--- config.mk ---
export PLATFORM = sky130hd
export DESIGN_NAME = div_scheduler
export DESIGN_NICKNAME = d
export VERILOG_FILES = /design/src/rtl/div_sched_pkg.sv /design/src/rtl/div_prescaler.sv /design/src/rtl/div_scheduler.sv
export SDC_FILE = /design/constraint.sdc
export NUM_CORES = 1
export LEC_CHECK = 0
export CAP_MARGIN = 20
export CORE_ASPECT_RATIO = 1.75
export CORE_MARGIN = 10
export CORE_UTILIZATION = 56
export DETAILED_ROUTE_END_ITERATION = 10
export DONT_BUFFER_PORTS = 1
export PLACE_DENSITY_LB_ADDON = 0.15
export SLEW_MARGIN = 20
export SYNTH_ARGS = -nofsm -noshare
export SYNTH_HDL_FRONTEND = slang
export SYNTH_SLANG_ARGS = --single-unit
--- constraint.sdc ---
create_clock -name clk_i -period 3.5 [get_ports clk_i]
set_input_delay 0.7 -clock clk_i [delete_from_list [all_inputs] [get_ports clk_i]]
set_output_delay 0.7 -clock clk_i [all_outputs]
set_load 0.05 [all_outputs]
--- src/rtl/div_sched_pkg.sv ---
// div_sched_pkg: shared types and helpers for the divide-tick scheduler.
//   state_e   : controller state encoding
//   DIV*      : divide-select codes (period 2,4,8,16)
//   div_tc()  : divide select -> terminal prescaler value (period - 1)
package div_sched_pkg;

  typedef enum logic [1:0] {IDLE, LOAD, RUN, DONE} state_e;

  localparam logic [1:0] DIV2  = 2'd0;
  localparam logic [1:0] DIV4  = 2'd1;
  localparam logic [1:0] DIV8  = 2'd2;
  localparam logic [1:0] DIV16 = 2'd3;

  function automatic logic [3:0] div_tc(input logic [1:0] sel);
    case (sel)
      DIV2:    return 4'd1;
      DIV4:    return 4'd3;
      DIV8:    return 4'd7;
      default: return 4'd15;
    endcase
  endfunction

endpackage

--- src/rtl/div_prescaler.sv ---
// div_prescaler: 4-bit prescaler for the shared tick generator.
//   clk_i, rst_i : clock, async active-high reset
//   clr_i        : synchronous clear (wins over enable)
//   en_i         : count enable
//   sel_i        : divide select (DIV2..DIV16)
//   tc_o         : count is at terminal value for sel_i
module div_prescaler
  import div_sched_pkg::*;
(
  input  logic       clk_i,
  input  logic       rst_i,
  input  logic       clr_i,
  input  logic       en_i,
  input  logic [1:0] sel_i,
  output logic       tc_o
);

  logic [3:0] cnt_q, cnt_d;

  assign tc_o = (cnt_q == div_tc(sel_i));

  // Wrap at terminal count so the period is exactly div_tc+1 cycles.
  always_comb begin
    cnt_d = cnt_q;
    if (clr_i)     cnt_d = '0;
    else if (en_i) cnt_d = tc_o ? 4'd0 : cnt_q + 4'd1;
  end

  always_ff @(posedge clk_i or posedge rst_i) begin
    if (rst_i) cnt_q <= '0;
    else       cnt_q <= cnt_d;
  end

endmodule

--- src/rtl/div_scheduler.sv ---
// div_scheduler: round-robin share of one divide-by-2/4/8/16 tick generator
// between requesters A and B. The winner's divide select and tick count are
// latched at grant; the job emits exactly Count ticks, then pulses Done.
//   clk_i, rst_i               : clock, async active-high reset
//   req_{a,b}_i                : request, held until done (drop = abort)
//   div_{a,b}_i                : divide select, sampled at grant only
//   count_{a,b}_i              : ticks wanted, sampled at grant only
//   gnt_{a,b}_o                : grant, high from LOAD through DONE
//   busy_o                     : controller not idle
//   tick_o                     : one pulse per divided period
//   done_{a,b}_o               : one-cycle completion pulse
module div_scheduler
  import div_sched_pkg::*;
#(
  parameter int CNT_W = 8
) (
  input  logic             clk_i,
  input  logic             rst_i,
  input  logic             req_a_i,
  input  logic [1:0]       div_a_i,
  input  logic [CNT_W-1:0] count_a_i,
  input  logic             req_b_i,
  input  logic [1:0]       div_b_i,
  input  logic [CNT_W-1:0] count_b_i,
  output logic             gnt_a_o,
  output logic             gnt_b_o,
  output logic             busy_o,
  output logic             tick_o,
  output logic             done_a_o,
  output logic             done_b_o
);

  state_e           state_q, state_d;
  logic             own_b_q, own_b_d;   // current owner: 0 = A, 1 = B
  logic             ptr_b_q, ptr_b_d;   // tie-break priority: 0 = A, 1 = B
  logic [1:0]       sel_q, sel_d;
  logic [CNT_W-1:0] rem_q, rem_d;
  logic             own_req, win_b, pre_clr, pre_en, pre_tc;

  assign own_req = own_b_q ? req_b_i : req_a_i;

  always_comb begin
    state_d = state_q;
    own_b_d = own_b_q;
    ptr_b_d = ptr_b_q;
    sel_d   = sel_q;
    rem_d   = rem_q;
    win_b   = 1'b0;
    pre_clr = 1'b0;
    pre_en  = 1'b0;
    case (state_q)
      IDLE: begin
        pre_clr = 1'b1;
        if (req_a_i || req_b_i) begin
          win_b   = req_b_i && (!req_a_i || ptr_b_q);
          own_b_d = win_b;
          ptr_b_d = !win_b;
          sel_d   = win_b ? div_b_i : div_a_i;
          // remaining is loaded straight from the winner; LOAD only has to
          // screen out empty jobs.
          rem_d   = win_b ? count_b_i : count_a_i;
          state_d = LOAD;
        end
      end
      LOAD: begin
        pre_clr = 1'b1;
        if (!own_req)         state_d = IDLE;
        else if (rem_q == '0) state_d = DONE;
        else                  state_d = RUN;
      end
      RUN: begin
        pre_en = 1'b1;
        if (!own_req) state_d = IDLE;
        else if (pre_tc) begin
          rem_d = rem_q - CNT_W'(1);
          if (rem_q == CNT_W'(1)) state_d = DONE;
        end
      end
      DONE:    state_d = IDLE;
      default: state_d = IDLE;
    endcase
  end

  always_ff @(posedge clk_i or posedge rst_i) begin
    if (rst_i) begin
      state_q <= IDLE;
      own_b_q <= 1'b0;
      ptr_b_q <= 1'b0;
      sel_q   <= DIV2;
      rem_q   <= '0;
    end else begin
      state_q <= state_d;
      own_b_q <= own_b_d;
      ptr_b_q <= ptr_b_d;
      sel_q   <= sel_d;
      rem_q   <= rem_d;
    end
  end

  div_prescaler u_pre (
    .clk_i (clk_i),
    .rst_i (rst_i),
    .clr_i (pre_clr),
    .en_i  (pre_en),
    .sel_i (sel_q),
    .tc_o  (pre_tc)
  );

  // Everything below is decoded from registered state only.
  assign busy_o   = (state_q != IDLE);
  assign gnt_a_o  = busy_o && !own_b_q;
  assign gnt_b_o  = busy_o &&  own_b_q;
  assign tick_o   = (state_q == RUN) && pre_tc;
  assign done_a_o = (state_q == DONE) && !own_b_q;
  assign done_b_o = (state_q == DONE) &&  own_b_q;

endmodule

==> summary.md <==
| Metric | Value |
|---|---|
| DRT iter0 DRCs | `14` |
| Die height | `83.9 um` |
| CTS resizes | `0` |
| Synth warnings | `0` |
| Worst-Margin Slew | `0.918 ns` |
| Yosys cell types | `45` |
| # IOs | `30` |
| Flops & latches, synth | `18` |
| Synth async-reset ratio | `100%` |
| Post-synth top area share | `34.4%` |
| Placed Area | `1280 um^2` |
| Setup TNS | `0 ns` |
| Pre-CTS WS | `roughly 1.1 ns` |
| Full die area | `around 4700 um^2` |
| WL/cell | `roughly 18 um` |
| RSZ-0062 raised after global routing | `false` |
| First-pass GRT wire length | `5150 um` |
| Gate Count Post-Synth | `142` |
| Final WL | `around 3000 um` |
| IO Port Bufs | `0` |
| Design area | `1340 um^2` |
| WP data required | `2.80 ns` |
| Core area | `2270 um^2` |
| Slew headroom | `38.6%` |
| Post-Synthesis Cell Area | `1310 um^2` |
| Synth top area cells | `dfrtp_1 34%, mux2i_1 5.4%, o21ai_0 4.6%` |
| Worst EP arrival | `1.94 ns` |
| Max-cap violations | `0` |
| Final net count | `171` |
| Hold WC Path Type | `in -> async` |
| CTS Buf Count | `3` |
| Root buffer cell | `clkbuf_8` |
| CP Launch Type | `flop` |
| DR DRC count | `0` |
| GRT overflow | `0` |
| Crit path cell chain | `or2_1 > a2111oi_4 > o21ai_1 > nor2_1 > buf_4` |
| Vias per inst | `6.43` |
| Fin crit share | `75.5%` |
| Worst-path maximum fanout | `7` |
| Cells after DPL | `163` |
| Biggest area consumer among synthesized cells | `dfrtp_1` |
| Setup slack after layout | `0.856 ns` |
| Top post-synthesis cells by count | `18 x dfrtp_1, 13 x nand2_1, 12 x o21ai_0, 11 x nor2_1, 8 x inv_1` |
| Max Freq | `~380 MHz` |
| Crit-path slowest cell | `dfrtp_1` |
| Power per cell area | `929 nW/um^2` |
| Hold Vio Cnt, Final | `0` |
| Initial core utilization | `57.5%` |
| Top Family by Delay on Critical Path | `compound AO/OA/AOI/OAI gates` |
| Beginning of the critical path | `u_pre.cnt_q[1]` |
| Max VDD drop | `0.440 mV` |
| Type of element capturing the critical path | `primary output` |
| Minimum clock period | `2.64 ns` |
| Hold-fix buffers, CTS | `0` |
| Status | `complete, no violations` |
| Setup bufs post-CTS | `0` |
| Worst Path Class, Setup | `reg -> out` |
| Clock latency at the later pin of the worst-skew pair | `0.26 ns` |
| ANT cells | `0` |
| Fin cells | `around 170` |
| Hpwl dp | `around 2400 um` |
| Pin count of the biggest net entering global routing | `19` |
| Sequential area share after synthesis | `34.4%` |
| Avg Cell Area, Syn | `a little over 9 um^2` |
| Final ANT Viol Nets | `0` |
| H-tree lvl count | `1` |
| Flop-to-flop setup slack | `1.17 ns` |
| P&R area growth vs syn | `2.11%` |
| # rows | `23` |
| Placer's final routability congestion estimate | `0.910` |
| Clock sinks | `18` |
| TritonCTS clock tree | `built` |
| Clock slew at reported path FFs | `0.07 ns` |
| Crit path largest cell delay | `0.43 ns` |
| Total power | `1240 uW` |
| Post-synthesis net count | `170` |
| 1st-pass router iterations | `4` |
| Die Span X | `about 57 um` |
| Worst-case clock skew | `0.000678 ns` |
| Clock tree buffer depth | `2` |
| Final setup fails | `0` |
| Vias in the first global route | `1192` |
| Via Count | `~1100` |
| Leak pwr | `0.000585 uW` |
| Layout cells sized above 1 | `11.3%` |
| Total Routing Usage GR | `12.9%` |
| Top-count cell post-synth | `dfrtp_1` |
| Initial antenna violation count | `0` |
| Post-synth EDFFs | `0` |
| Worst reg2reg path startpoint | `state_q[1]` |
| Dominant synthesized flop cell | `dfrtp_1` |
| Slew Limit Fails | `0` |
| CP Buf/Inv Count | `1` |
==> power by group <==
part,switching [uW],internal (uW)
clock,73.3,100
sequential,131,299
combinational,391,246
total,595,645
==> cell type report <==
class | instances | area (um^2)
Fill cell | 221 | 938
Multi-Input combinational cell | 110 | 753
Sequential cell | 18 | 450
Clock buffer | 4 | 55.1
Tap cell | 25 | 31.3
Inverter | 8 | 30.0
Timing Repair Buffer | 2 | 15.0
==> sequential cells by signal, indices dropped and copies added (netlist names) <==
name / flops
rem_q: 8
u_pre.cnt_q: 4
sel_q: 2
state_q: 2
own_b_q: 1
ptr_b_q: 1
==> layer usage <==
metal  part of all wire (%)  routed length, um  track usage, %
met5                      0                  0               0
met2                     53               1590            21.7
met3                    3.8                114            3.20
met1                     40               1210            13.5
met4                    2.7                 80            8.13
==> placed cells by master, fill, tap and decap left out, drive strengths merged, types with 2 or more instances in the layout <==
| cell | netlist | routed |
|---|---|---|
| a21boi | 2 | 2 |
| a21o | 4 | 4 |
| a21oi | 7 | 7 |
| a22o | 4 | 4 |
| a32oi | 2 | 2 |
| and3 | 2 | 2 |
| buf | 3 | 2 |
| clkbuf | 2 | 4 |
| dfrtp | 18 | 18 |
| ha | 4 | 4 |
| inv | 8 | 8 |
| mux2 | 3 | 3 |
| mux2i | 7 | 7 |
| nand2 | 13 | 13 |
| nand3 | 4 | 4 |
| nand3b | 3 | 3 |
| nor2 | 11 | 11 |
| nor2b | 4 | 4 |
| nor3 | 3 | 3 |
| nor3b | 2 | 2 |
| o21ai | 13 | 13 |
| o22ai | 3 | 3 |
| or2b | 2 | 2 |
==> path summary, 6_finish.rpt <==
check                            endpoint  depth (start not counted)
setup / recovery                   tick_o                          5
hold / removal             u_pre.cnt_q[2]                          1
setup reg to reg                 rem_q[0]                          6
hold reg to reg                   ptr_b_q                          1
max in group asynchronous        rem_q[3]                          1
min in group clk_i                ptr_b_q                          1
==> through the flow <==
stage,utilization (%),hold WS [ns]
finish,58.7,0.444
global route,58.7,0.489
CTS,58.7,0.474
detailed placement,56.3,0.499
global placement,56.3,0.496
floorplan,-,0.453
==> logic make-up (layout without fill, tap and decap cells) <==
logic type               after synthesis  after routing  synth area share, %
flip-flops                            18             18                 34.4
multiplexers                          10             10                 7.94
adder cells (fa/ha/maj)                4              4                 3.83
AND/OR/NAND/NOR                       51             51                 21.4
buffers and inverters                 14             14                 7.94
AO/OA/AOI/OAI                         43             43                 23.1
XOR/XNOR                               2              2                 1.34
==> worst register-to-register path: cells and delay by family (launching register included) <==
kind,cells,cell delay (ns)
compound gates,4,1.06
simple gates,1,0.31
flops,1,0.51
buf+inv,1,0.34
(Power assumes the default switching activity.)
